--- src/rtl/sram_1rw_ctrl_if.sv ---
// Requester-side bus of sram_1rw_ctrl: two identical command/response
// channels (A and B) sharing one single-port SRAM.
//   a_vld/b_vld     command valid
//   a_we/b_we       1 = write, 0 = read
//   a_addr/b_addr   entry index
//   a_wdata/b_wdata write data
//   a_rdy/b_rdy     command accepted this cycle
//   a_rsp_vld/...   read data valid (one cycle after acceptance)
//   a_rsp_data/...  read data
// master: requester side, slave: controller side.
interface sram_1rw_ctrl_if #(
    parameter int W = 32,
    parameter int N = 256
);
    localparam int AW = $clog2(N);

    logic          a_vld;
    logic          a_we;
    logic [AW-1:0] a_addr;
    logic [W-1:0]  a_wdata;
    logic          a_rdy;
    logic          a_rsp_vld;
    logic [W-1:0]  a_rsp_data;

    logic          b_vld;
    logic          b_we;
    logic [AW-1:0] b_addr;
    logic [W-1:0]  b_wdata;
    logic          b_rdy;
    logic          b_rsp_vld;
    logic [W-1:0]  b_rsp_data;

    modport master (
        output a_vld, a_we, a_addr, a_wdata,
        input  a_rdy, a_rsp_vld, a_rsp_data,
        output b_vld, b_we, b_addr, b_wdata,
        input  b_rdy, b_rsp_vld, b_rsp_data
    );

    modport slave (
        input  a_vld, a_we, a_addr, a_wdata,
        output a_rdy, a_rsp_vld, a_rsp_data,
        input  b_vld, b_we, b_addr, b_wdata,
        output b_rdy, b_rsp_vld, b_rsp_data
    );
endinterface

--- src/rtl/sram_1rw_ctrl.sv ---
// Controller and round-robin arbiter for one single-port (1RW) SRAM macro.
// After reset every entry is written with INIT_VALUE (N cycles), then the
// port is shared between requesters A and B, one command per cycle.
//   clk        clock, all state on posedge
//   rst        synchronous active-high reset
//   req        requester bus (sram_1rw_ctrl_if.slave), channels A and B
//   init_done  high once initialisation is complete
//   sram_addr  SRAM address
//   sram_din   SRAM write data
//   sram_cs_n  SRAM chip select, active low
//   sram_we_n  SRAM write enable, active low (1 = read)
//   sram_dout  SRAM registered read data
module sram_1rw_ctrl #(
    parameter int          W          = 32,
    parameter int          N          = 256,
    parameter logic [W-1:0] INIT_VALUE = '0,
    localparam int         AW         = $clog2(N)
) (
    input  logic            clk,
    input  logic            rst,
    sram_1rw_ctrl_if.slave  req,
    output logic            init_done,
    output logic [AW-1:0]   sram_addr,
    output logic [W-1:0]    sram_din,
    output logic            sram_cs_n,
    output logic            sram_we_n,
    input  logic [W-1:0]    sram_dout
);
    typedef enum logic {INIT, RUN} state_t;

    localparam logic [AW-1:0] LAST = AW'(N - 1);

    state_t        state, state_nx;
    logic [AW-1:0] cnt;
    logic          ptr_b;      // 1: B wins the next tie, 0: A wins
    logic          a_rsp_q, b_rsp_q;
    logic          grant_a, grant_b;

    // State register plus the datapath registers that follow it.
    always_ff @(posedge clk) begin
        if (rst) begin
            state   <= INIT;
            cnt     <= '0;
            ptr_b   <= 1'b0;
            a_rsp_q <= 1'b0;
            b_rsp_q <= 1'b0;
        end else begin
            state <= state_nx;
            // Counter parks at the last entry so it never exceeds N-1.
            if (state == INIT && cnt != LAST)
                cnt <= cnt + 1'b1;
            if (grant_a)
                ptr_b <= 1'b1;
            else if (grant_b)
                ptr_b <= 1'b0;
            a_rsp_q <= grant_a & ~req.a_we;
            b_rsp_q <= grant_b & ~req.b_we;
        end
    end

    // Next-state logic.
    always_comb begin
        state_nx = state;
        if (state == INIT && cnt == LAST)
            state_nx = RUN;
    end

    // Outputs: init write sweep, or arbitration and SRAM drive.
    always_comb begin
        grant_a   = 1'b0;
        grant_b   = 1'b0;
        req.a_rdy = 1'b0;
        req.b_rdy = 1'b0;
        sram_cs_n = 1'b1;
        sram_we_n = 1'b1;
        sram_addr = '0;
        sram_din  = '0;
        unique case (state)
            INIT: begin
                sram_cs_n = 1'b0;
                sram_we_n = 1'b0;
                sram_addr = cnt;
                sram_din  = INIT_VALUE;
            end
            RUN: begin
                grant_a   = req.a_vld & (~req.b_vld | ~ptr_b);
                grant_b   = req.b_vld & ~grant_a;
                req.a_rdy = grant_a;
                req.b_rdy = grant_b;
                if (grant_a) begin
                    sram_cs_n = 1'b0;
                    sram_we_n = ~req.a_we;
                    sram_addr = req.a_addr;
                    sram_din  = req.a_wdata;
                end else if (grant_b) begin
                    sram_cs_n = 1'b0;
                    sram_we_n = ~req.b_we;
                    sram_addr = req.b_addr;
                    sram_din  = req.b_wdata;
                end
            end
            default: ;
        endcase
    end

    assign init_done      = (state == RUN);
    assign req.a_rsp_vld  = a_rsp_q;
    assign req.b_rsp_vld  = b_rsp_q;
    // Read data comes straight from the SRAM's output register.
    assign req.a_rsp_data = sram_dout;
    assign req.b_rsp_data = sram_dout;
endmodule

--- src/flat_wrapper.sv ---
// flat-port wrapper written by rule: the top's interface ports become plain ports
module sram_1rw_ctrl_flat 
#(
    parameter int          W          = 32,
    parameter int          N          = 256,
    parameter logic [W-1:0] INIT_VALUE = '0,
    localparam int         AW         = $clog2(N)
)
  (clk, rst, init_done, sram_addr, sram_din, sram_cs_n, sram_we_n, sram_dout, req_a_vld, req_a_we, req_a_addr, req_a_wdata, req_a_rdy, req_a_rsp_vld, req_a_rsp_data, req_b_vld, req_b_we, req_b_addr, req_b_wdata, req_b_rdy, req_b_rsp_vld, req_b_rsp_data);
  sram_1rw_ctrl_if #(.W(W), .N(N)) req_i ();
  input  logic clk;
  input  logic rst;
  output logic init_done;
  output logic [AW-1:0] sram_addr;
  output logic [W-1:0] sram_din;
  output logic sram_cs_n;
  output logic sram_we_n;
  input  logic [W-1:0] sram_dout;
  input wire logic [$bits(req_i.a_vld)-1:0] req_a_vld;
  input wire logic [$bits(req_i.a_we)-1:0] req_a_we;
  input wire logic [$bits(req_i.a_addr)-1:0] req_a_addr;
  input wire logic [$bits(req_i.a_wdata)-1:0] req_a_wdata;
  output wire logic [$bits(req_i.a_rdy)-1:0] req_a_rdy;
  output wire logic [$bits(req_i.a_rsp_vld)-1:0] req_a_rsp_vld;
  output wire logic [$bits(req_i.a_rsp_data)-1:0] req_a_rsp_data;
  input wire logic [$bits(req_i.b_vld)-1:0] req_b_vld;
  input wire logic [$bits(req_i.b_we)-1:0] req_b_we;
  input wire logic [$bits(req_i.b_addr)-1:0] req_b_addr;
  input wire logic [$bits(req_i.b_wdata)-1:0] req_b_wdata;
  output wire logic [$bits(req_i.b_rdy)-1:0] req_b_rdy;
  output wire logic [$bits(req_i.b_rsp_vld)-1:0] req_b_rsp_vld;
  output wire logic [$bits(req_i.b_rsp_data)-1:0] req_b_rsp_data;
  assign req_i.a_vld = req_a_vld;
  assign req_i.a_we = req_a_we;
  assign req_i.a_addr = req_a_addr;
  assign req_i.a_wdata = req_a_wdata;
  assign req_a_rdy = req_i.a_rdy;
  assign req_a_rsp_vld = req_i.a_rsp_vld;
  assign req_a_rsp_data = req_i.a_rsp_data;
  assign req_i.b_vld = req_b_vld;
  assign req_i.b_we = req_b_we;
  assign req_i.b_addr = req_b_addr;
  assign req_i.b_wdata = req_b_wdata;
  assign req_b_rdy = req_i.b_rdy;
  assign req_b_rsp_vld = req_i.b_rsp_vld;
  assign req_b_rsp_data = req_i.b_rsp_data;
  sram_1rw_ctrl #(.W(W), .N(N), .INIT_VALUE(INIT_VALUE)) u_core (.clk(clk), .rst(rst), .req(req_i), .init_done(init_done), .sram_addr(sram_addr), .sram_din(sram_din), .sram_cs_n(sram_cs_n), .sram_we_n(sram_we_n), .sram_dout(sram_dout));
endmodule
--- config.mk ---
export PLATFORM = sky130hd
export DESIGN_NAME = sram_1rw_ctrl_flat
export DESIGN_NICKNAME = d
export VERILOG_FILES = /design/src/rtl/sram_1rw_ctrl_if.sv /design/src/rtl/sram_1rw_ctrl.sv /design/src/flat_wrapper.sv
export SDC_FILE = /design/constraint.sdc
export NUM_CORES = 1
export LEC_CHECK = 0
export BUFFER_PORTS_ARGS = -buffer_cell sky130_fd_sc_hd__buf_2
export CORE_AREA = 2 2 89 91
export CTS_BUF_LIST = sky130_fd_sc_hd__clkbuf_8
export DETAILED_ROUTE_END_ITERATION = 10
export DIE_AREA = 0 0 91 93
export HOLD_SLACK_MARGIN = 0.03
export PLACE_DENSITY = 0.67
export SYNTH_ARGS = -nofsm -noshare
export SYNTH_HDL_FRONTEND = slang
export SYNTH_SLANG_ARGS = --single-unit
--- constraint.sdc ---
create_clock -name clk -period 2.01 [get_ports clk]
set_input_delay 0.201 -clock clk [delete_from_list [all_inputs] [get_ports clk]]
set_output_delay 0.201 -clock clk [all_outputs]
set_load 0.01 [all_outputs]
; Yosys cells after proc, flatten, opt, wreduce, memory -nomap -nowiden
; Cells that the tools add are included.
[classes]
n_bitwise = 11
mux = 16
order_cmp = 0
shift = 0
eq_ne = 2
reduce_logical = 3
mul = 0
n_addsub = 1
n_div = 0
[ops]
columns = operator, count
row1 = $mux W32, 2
row2 = $pmux W32 S2, 1
row3 = $mux W8, 2
row4 = $pmux W8 S2, 1
row5 = $add A8 B1 Y8 const B, 1
row6 = $eq A8 B8 Y1 const B, 1
row7 = $mux W1, 8
row8 = $ne A8 B8 Y1 const B, 1
row9 = $not A1 Y1, 6
row10 = $and A1 B1 Y1, 4
row11 = $pmux W1 S2, 2
row12 = $logic_and A1 B1 Y1, 2
row13 = $reduce_bool A2 Y1, 1
row14 = $or A1 B1 Y1, 1
[word_totals]
regBits = 12
in_bits = 118
memories = 0
rom_bits = 0
word_cells = 38
latchBits = 0
out_inout_bits = 111
mem_bits_rw = 0

; Logic depth before layout (Yosys ltp)
; Gate-level depths: netlist of run 1.
[logic_depth]
depth_word = 8
depth_mapped = 5
depth_no_buf = 4

; Worst setup path after synthesis of run 1
; OpenSTA, ideal clock, no wires.
[synth_timing]
kind = register -> output
start = register u_core.ptr_b
end = output port sram_addr[4]
path_buffers = 2
t_required_ns = 1.809
path_stages_with_launch = 6
slack_ns = 0.589
t_arrival_ns = 1.220
cell_sequence = dfxtp_1 > nand2b_1 > and3_1 > buf_6 > buf_8 > a221o_1
[synth_via]
elab_chain_len = 8
[synth_rtl]
columns = item, line_no
row1 = from (decl), sram_1rw_ctrl.sv:35  ; logic ptr_b;
row2 = from (signal assigned), sram_1rw_ctrl.sv:44  ; ptr_b <= 1'b0;
row3 = from (signal assigned), sram_1rw_ctrl.sv:53  ; ptr_b <= 1'b1;
row4 = from (signal assigned), sram_1rw_ctrl.sv:55  ; ptr_b <= 1'b0;
row5 = $not A1 Y1 *, sram_1rw_ctrl.sv:86  ; grant_a = req.a_vld & (~req.b_vld | ~ptr_b);
row6 = $or A1 B1 Y1 *, sram_1rw_ctrl.sv:86
row7 = $and A1 B1 Y1 *, sram_1rw_ctrl.sv:86
row8 = $not A1 Y1, sram_1rw_ctrl.sv:87  ; grant_b = req.b_vld & ~grant_a;
row9 = $and A1 B1 Y1, sram_1rw_ctrl.sv:87
row10 = $mux W8, sram_1rw_ctrl.sv:95  ; end else if (grant_b) begin
row11 = $mux W8 *, sram_1rw_ctrl.sv:90  ; if (grant_a) begin
row12 = $pmux W8 S2 *, sram_1rw_ctrl.sv:78  ; unique case (state)
row13 = to (decl), flat_wrapper.sv:14  ; output logic [AW-1:0] sram_addr;
; Mark *: on every way between the ends. The rest lies on a longest branch, timed or not.

; Final worst setup path of run 1
[layout_timing]
start = register u_core.ptr_b
end = output port sram_din[2]
[layout_via]
elab_chain_len = 8
[layout_rtl]
columns = item, line_no
row1 = $not A1 Y1 *, sram_1rw_ctrl.sv:86
row2 = $or A1 B1 Y1 *, sram_1rw_ctrl.sv:86
row3 = $and A1 B1 Y1 *, sram_1rw_ctrl.sv:86
row4 = $not A1 Y1, sram_1rw_ctrl.sv:87
row5 = $and A1 B1 Y1, sram_1rw_ctrl.sv:87
row6 = $mux W32, sram_1rw_ctrl.sv:95
row7 = $mux W32 *, sram_1rw_ctrl.sv:90
row8 = $pmux W32 S2 *, sram_1rw_ctrl.sv:78
row9 = to (decl), flat_wrapper.sv:15  ; output logic [W-1:0] sram_din;
; Marks and branches as above.

==> metrics.yaml, run 1 <==
drt:
  firstDrtPassIters: 4
  drt_iter0_drc: 122
  wl_mm: 5.65
  vias_per_cell: 4.55
  vias: 1601
  post_drt_wl_per_cell_um: 16.1
  ant_nets: 0
  drcViolationCount: 0
critical_path:
  crit_slowest_cell: "dfxtp_1"
  crit_fanout: 36
  arrival_ps: 1650
  crit_chain: "a21boi_2, and2_1, buf_12, a22o_1, buf_2"
  cp-end-kind: "primary output"
  path_delay_family: "compound AO/OA/AOI/OAI gates"
  cp_slowest_stage_delay_ps: 320
  path_class: "reg -> out"
  worstPathRequired_ps: 1810
  start_kind: "register"
  critPathBufInv: 2
pwr:
  power.density_nw_per_um2: 343
  report.power.total_uw: 646
  power.leakage_nw: 1.04
  irDropWorstVdd_uv: 137
worst_hold_path:
  hold_class: "in -> reg"
timing:
  drv_slew: 0
  tightest_slew_ps: 353
  slew_headroom_pct: 75.9
  hold_violations: 0
  setup_viol: 0
  layout_setup_ws_ps: 162
  rsz0062_at_grt: "false"
  fin_crit_ps: 1850
  setup_tns_ps: 0
  finalCritPeriodShare_pct: 92.0
  hold_slack_ps: 146
  fmax_ghz: 0.541
  clock_skew_ps: 2.19
grt:
  track_usage_pct: 11.8
  grt_pass1_vias: 1455
  overflow: 0
  grt_max_degree: 37
  grt_pass1_wl_mm: 7.87
  antenna_found_initial: 0
clock_network:
  cts_made_buffers: 3
  insertion_delay_ps: 240
  htree_levels: 1
  cts_resized: 0
  cts.sinks: 12
  cts_tree: "built"
  cts_setup_buffers: 0
  cts-root-buf: "clkbuf_8"
  postCtsHoldBufs: 0
  cts_buffer_depth: 2
  path_clk_slew_ps: 50
synth:
  synth_ff_type: "dfxtp_1"
  yosysSeqAreaShare_pct: 15.2
  async_flop_share_pct: 0
  ys_ff_latch: 12
  yosysWarnings: 0
  synth.net_count: 305
  syn_avg_cell_area_sq_um: 8.49
  synth_area_sq_um: 1580
  synth-edff-count: 0
  postSynthCellCount: 186
  synthDistinctLibCells: 37
job:
  maxCapViolCount: 0
cells_and_area:
  final_nets: 370
  final_common_cell: "buf_2"
  antenna_cells: 0
  drive_gt1_share_pct: 58.4
  layout_common_cells: "buf_2, a22o_1, dfxtp_1"
  finish.utilization_pct: 25.0
  fillers: 833
  areaGrowthSynthToFinish_pct: 19.3
run_status:
  outcome: "finished, final reports clean"
die:
  die_y_um: 93
  die_area_sq_um: 8460
  start_util_pct: 21.0
  core.rowCount: 32
  io_pins: 229
  die_w_um: 91
  core_area_sq_um: 7530
placed_design:
  place_ws_ps: 374
  hpwl_mm: 4.61
  io_buffers: 132
  place.gp.congestion: 0.823
-- cell type report --
| type | count | area [sq um] | share of cell area, % |
|---|---|---|---|
| Tap cell | 102 | 128 | 6.77 |
| Clock buffer | 4 | 55.1 | 2.92 |
| Inverter | 2 | 7.51 | 0.398 |
| Timing Repair Buffer | 136 | 703 | 37.3 |
| Sequential cell | 12 | 240 | 12.7 |
| Multi-Input combinational cell | 96 | 751 | 39.8 |
-- layer usage --
metal | global-route usage (%) | vias up | share of wire (%)
met5 | 0 | - | 0
met4 | 5.43 | 0 | 1.8
met3 | 4.51 | 12 | 12
met2 | 20.7 | 118 | 51
met1 | 12.5 | 720 | 35
li1 | - | 751 | -
-- path summary, 6_finish.rpt --
check	start	slack [ps]	cells after the start	endpoint
worst max register to register	u_core.cnt[0]	440	4	u_core.cnt[0]
worst min-delay path	req_b_we	150	2	u_core.req.b_rsp_vld
worst max-delay path	u_core.ptr_b	160	5	sram_din[2]
worst min register to register	u_core.ptr_b	530	2	u_core.ptr_b
-- cell families after synthesis --
group | share of synthesized area, %
AOI/OAI and AO/OA | 29.6
and+or+nand+nor | 15.1
adders and majority gates | 0.792
buffers and inverters | 37.2
muxes | 2.06
DFF | 15.2
-- Yosys cell counts, types with 2 or more instances --
cell type,count,area (sq um)
dfxtp_1,12,240
nand4b_1,2,17.5
buf_2,5,25.0
nand2b_1,4,25.0
a221o_1,8,80.1
a22o_1,32,280
buf_4,64,480
nor2b_1,4,25.0
nor3b_2,2,25.0
and3_1,7,43.8
nor3_1,5,25.0
buf_6,5,56.3
nor2_1,5,18.8
mux2_1,2,22.5
o21bai_1,2,15.0
a21oi_1,6,30.0
-- power by group --
part	internal [mW]	switching [mW]	leakage, nW	total (mW)
Sequential	0.243	0.00822	0.0973	0.252
Combinational	0.0766	0.0515	0.913	0.128
Clock	0.173	0.0932	0.0288	0.266
-- registers in the layout (all words and copies together) (netlist names) --
| name | flops |
|---|---|
| u_core.req.b_rsp_vld | 1 |
| u_core.req.a_rsp_vld | 1 |
| u_core.cnt | 8 |
| u_core.init_done | 1 |
| u_core.ptr_b | 1 |
-- stage by stage --
stage,area [sq um],cells
finish,1880,352
global route,1880,352
CTS,1880,352
detailed placement,1830,348
global placement,1830,348
floorplan,1580,186
Power figures use the tool's default switching activity.
==> run 2, diff against run 1 <==
--- a/config.mk
+++ b/config.mk
@@ -6,12 +6,12 @@
 export NUM_CORES = 1
 export LEC_CHECK = 0
 export BUFFER_PORTS_ARGS = -buffer_cell sky130_fd_sc_hd__buf_2
-export CORE_AREA = 2 2 89 91
+export CORE_AREA = 5 5 84 86
 export CTS_BUF_LIST = sky130_fd_sc_hd__clkbuf_8
 export DETAILED_ROUTE_END_ITERATION = 10
-export DIE_AREA = 0 0 91 93
+export DIE_AREA = 0 0 89 91
 export HOLD_SLACK_MARGIN = 0.03
-export PLACE_DENSITY = 0.67
+export PLACE_DENSITY = 0.78
 export SYNTH_ARGS = -nofsm -noshare
 export SYNTH_HDL_FRONTEND = slang
 export SYNTH_SLANG_ARGS = --single-unit
==> metrics.yaml, run 2 (synthesized netlist as in run 1, its figures left out) <==
timing:
  finalCritPeriodShare_pct: 90.7
  slew_headroom_pct: 75.7
  clock_skew_ps: 1.60
  layout_setup_ws_ps: 187
  fmax_ghz: 0.549
  tightest_slew_ps: 355
  drv_slew: 0
  rsz0062_at_grt: "false"
  hold_violations: 0
  setup_tns_ps: 0
  fin_crit_ps: 1820
  setup_viol: 0
critical_path:
  cp.depth: 5
  crit_fanout: 40
  start_kind: "register"
  endpoint: "sram_addr[7]"
  path_class: "reg -> out"
  path_delay_family: "simple AND/OR/NAND/NOR gates"
  cp-end-kind: "primary output"
  critPathBufInv: 2
  r2r_start: "u_core.cnt[0]"
  worstPathRequired_ps: 1810
  reg2reg_to: "u_core.cnt[0]"
  r2r_setup_slack_ps: 440
  startpoint: "u_core.ptr_b"
  crit_slowest_cell: "a221o_1"
  ff2ff_path_depth: 4
  crit_chain: "nand2b_1, and3_1, buf_12, a221o_1, buf_2"
  arrival_ps: 1620
  cp_slowest_stage_delay_ps: 330
clock_network:
  cts_buffer_depth: 2
  path_clk_slew_ps: 60
  cts_made_buffers: 3
  insertion_delay_ps: 240
  cts_tree: "built"
  htree_levels: 1
  cts_resized: 0
  postCtsHoldBufs: 0
  cts.sinks: 12
  cts-root-buf: "clkbuf_8"
  cts_setup_buffers: 0
die:
  core.rowCount: 29
  core_area_sq_um: 6200
  die_w_um: 89
  die_y_um: 91
  io_pins: 229
  die_area_sq_um: 8100
  start_util_pct: 25.4
cells_and_area:
  layout_common_cells: "buf_2, a22o_1, dfxtp_1"
  registers.top_by_ff_count: "u_core.cnt"
  regArea_sq_um: 240
  final_nets: 371
  largest_register_ffs: 8
  areaGrowthSynthToFinish_pct: 18.0
  finish.utilization_pct: 30.0
  fillers: 695
  final_common_cell: "buf_2"
  drive_gt1_share_pct: 58.6
  finalNonFillerCells: 329
  multiInputGateArea_sq_um: 751
grt:
  grt_pass1_vias: 1554
  overflow: 0
  grt_pass1_wl_mm: 8.15
  grt_max_degree: 41
  antenna_found_initial: 1
  track_usage_pct: 12.7
pwr:
  switching_power_uw: 150
  clockPowerShare_pct: 41.2
  report.power.total_uw: 644
  power.leakage_nw: 1.04
  irDropWorstVdd_uv: 234
  internal_power_uw: 494
  p_seq_share_pct: 39.0
  swShare_pct: 23.3
  power.density_nw_per_um2: 346
  combinationalPowerShare_pct: 19.8
placed_design:
  io_buffers: 132
  place.gp.congestion: 0.774
  place_inst: 324
  place_ws_ps: 425
  hpwl_mm: 4.87
drt:
  vias_per_cell: 4.91
  drt_iter0_drc: 46
  post_drt_wl_per_cell_um: 17.8
  wl_mm: 5.85
  vias: 1615
  drcViolationCount: 0
  firstDrtPassIters: 4
  ant_nets: 0
job:
  maxCapViolCount: 0
run_status:
  outcome: "finished, final reports clean"
worst_hold_path:
  min_from: "req_a_we"
  hold_class: "in -> reg"
## run 2: changes by cell type in the layout (fill, tap and decap cells not counted), sizes merged
cell | previous run | this run
buf | 136 | 137
diode | 0 | 1
## run 2: power by group through the flow
| stage | Combinational, mW | Clock [mW] | Sequential [mW] |
|---|---|---|---|
| 2_1_floorplan | 0.161 | 0 | 0.254 |
| 3_3_place_gp | 0.126 | 0 | 0.256 |
| 3_5_place_dp | 0.128 | 0 | 0.256 |
| 4_1_cts | 0.129 | 0.271 | 0.251 |
| 5_1_grt | 0.140 | 0.280 | 0.252 |
| 6_report | 0.127 | 0.265 | 0.251 |
## run 2: layer usage
| layer | global-route usage, % | routed length, um |
|---|---|---|
| met4 | 2.11 | 39 |
| met3 | 3.71 | 760 |
| met2 | 23.8 | 2940 |
| met5 | 0 | 0 |
| met1 | 14.1 | 2100 |
## run 2: per-stage QoR
| stage | hold WS, ps | area [sq um] |
|---|---|---|
| 3_5_place_dp | 402 | 1810 |
| 5_1_grt | 155 | 1860 |
| 3_3_place_gp | 402 | 1810 |
| 6_report | 148 | 1860 |
| 4_1_cts | 151 | 1860 |
| 2_1_floorplan | 271 | 1580 |
## run 2: final cells by class
| type | instances | share of cell area [%] |
|---|---|---|
| diodes | 1 | 0.134 |
| clock buffers | 4 | 2.95 |
| inverters | 2 | 0.403 |
| multi-input cells | 96 | 40.3 |
| flip-flops and latches | 12 | 12.9 |
| well taps | 77 | 5.17 |
| repair buffers | 137 | 38.1 |
## run 2: worst min path at each step
stage                                 to  slack, ps  cells after the start
finish              u_core.req.a_rsp_vld        150                      2
global route        u_core.req.a_rsp_vld        150                      2
CTS                 u_core.req.a_rsp_vld        150                      2
detailed placement     req_a_rsp_data[0]        400                      0
global placement    u_core.req.a_rsp_vld        400                      2
floorplan           u_core.req.a_rsp_vld        270                      1
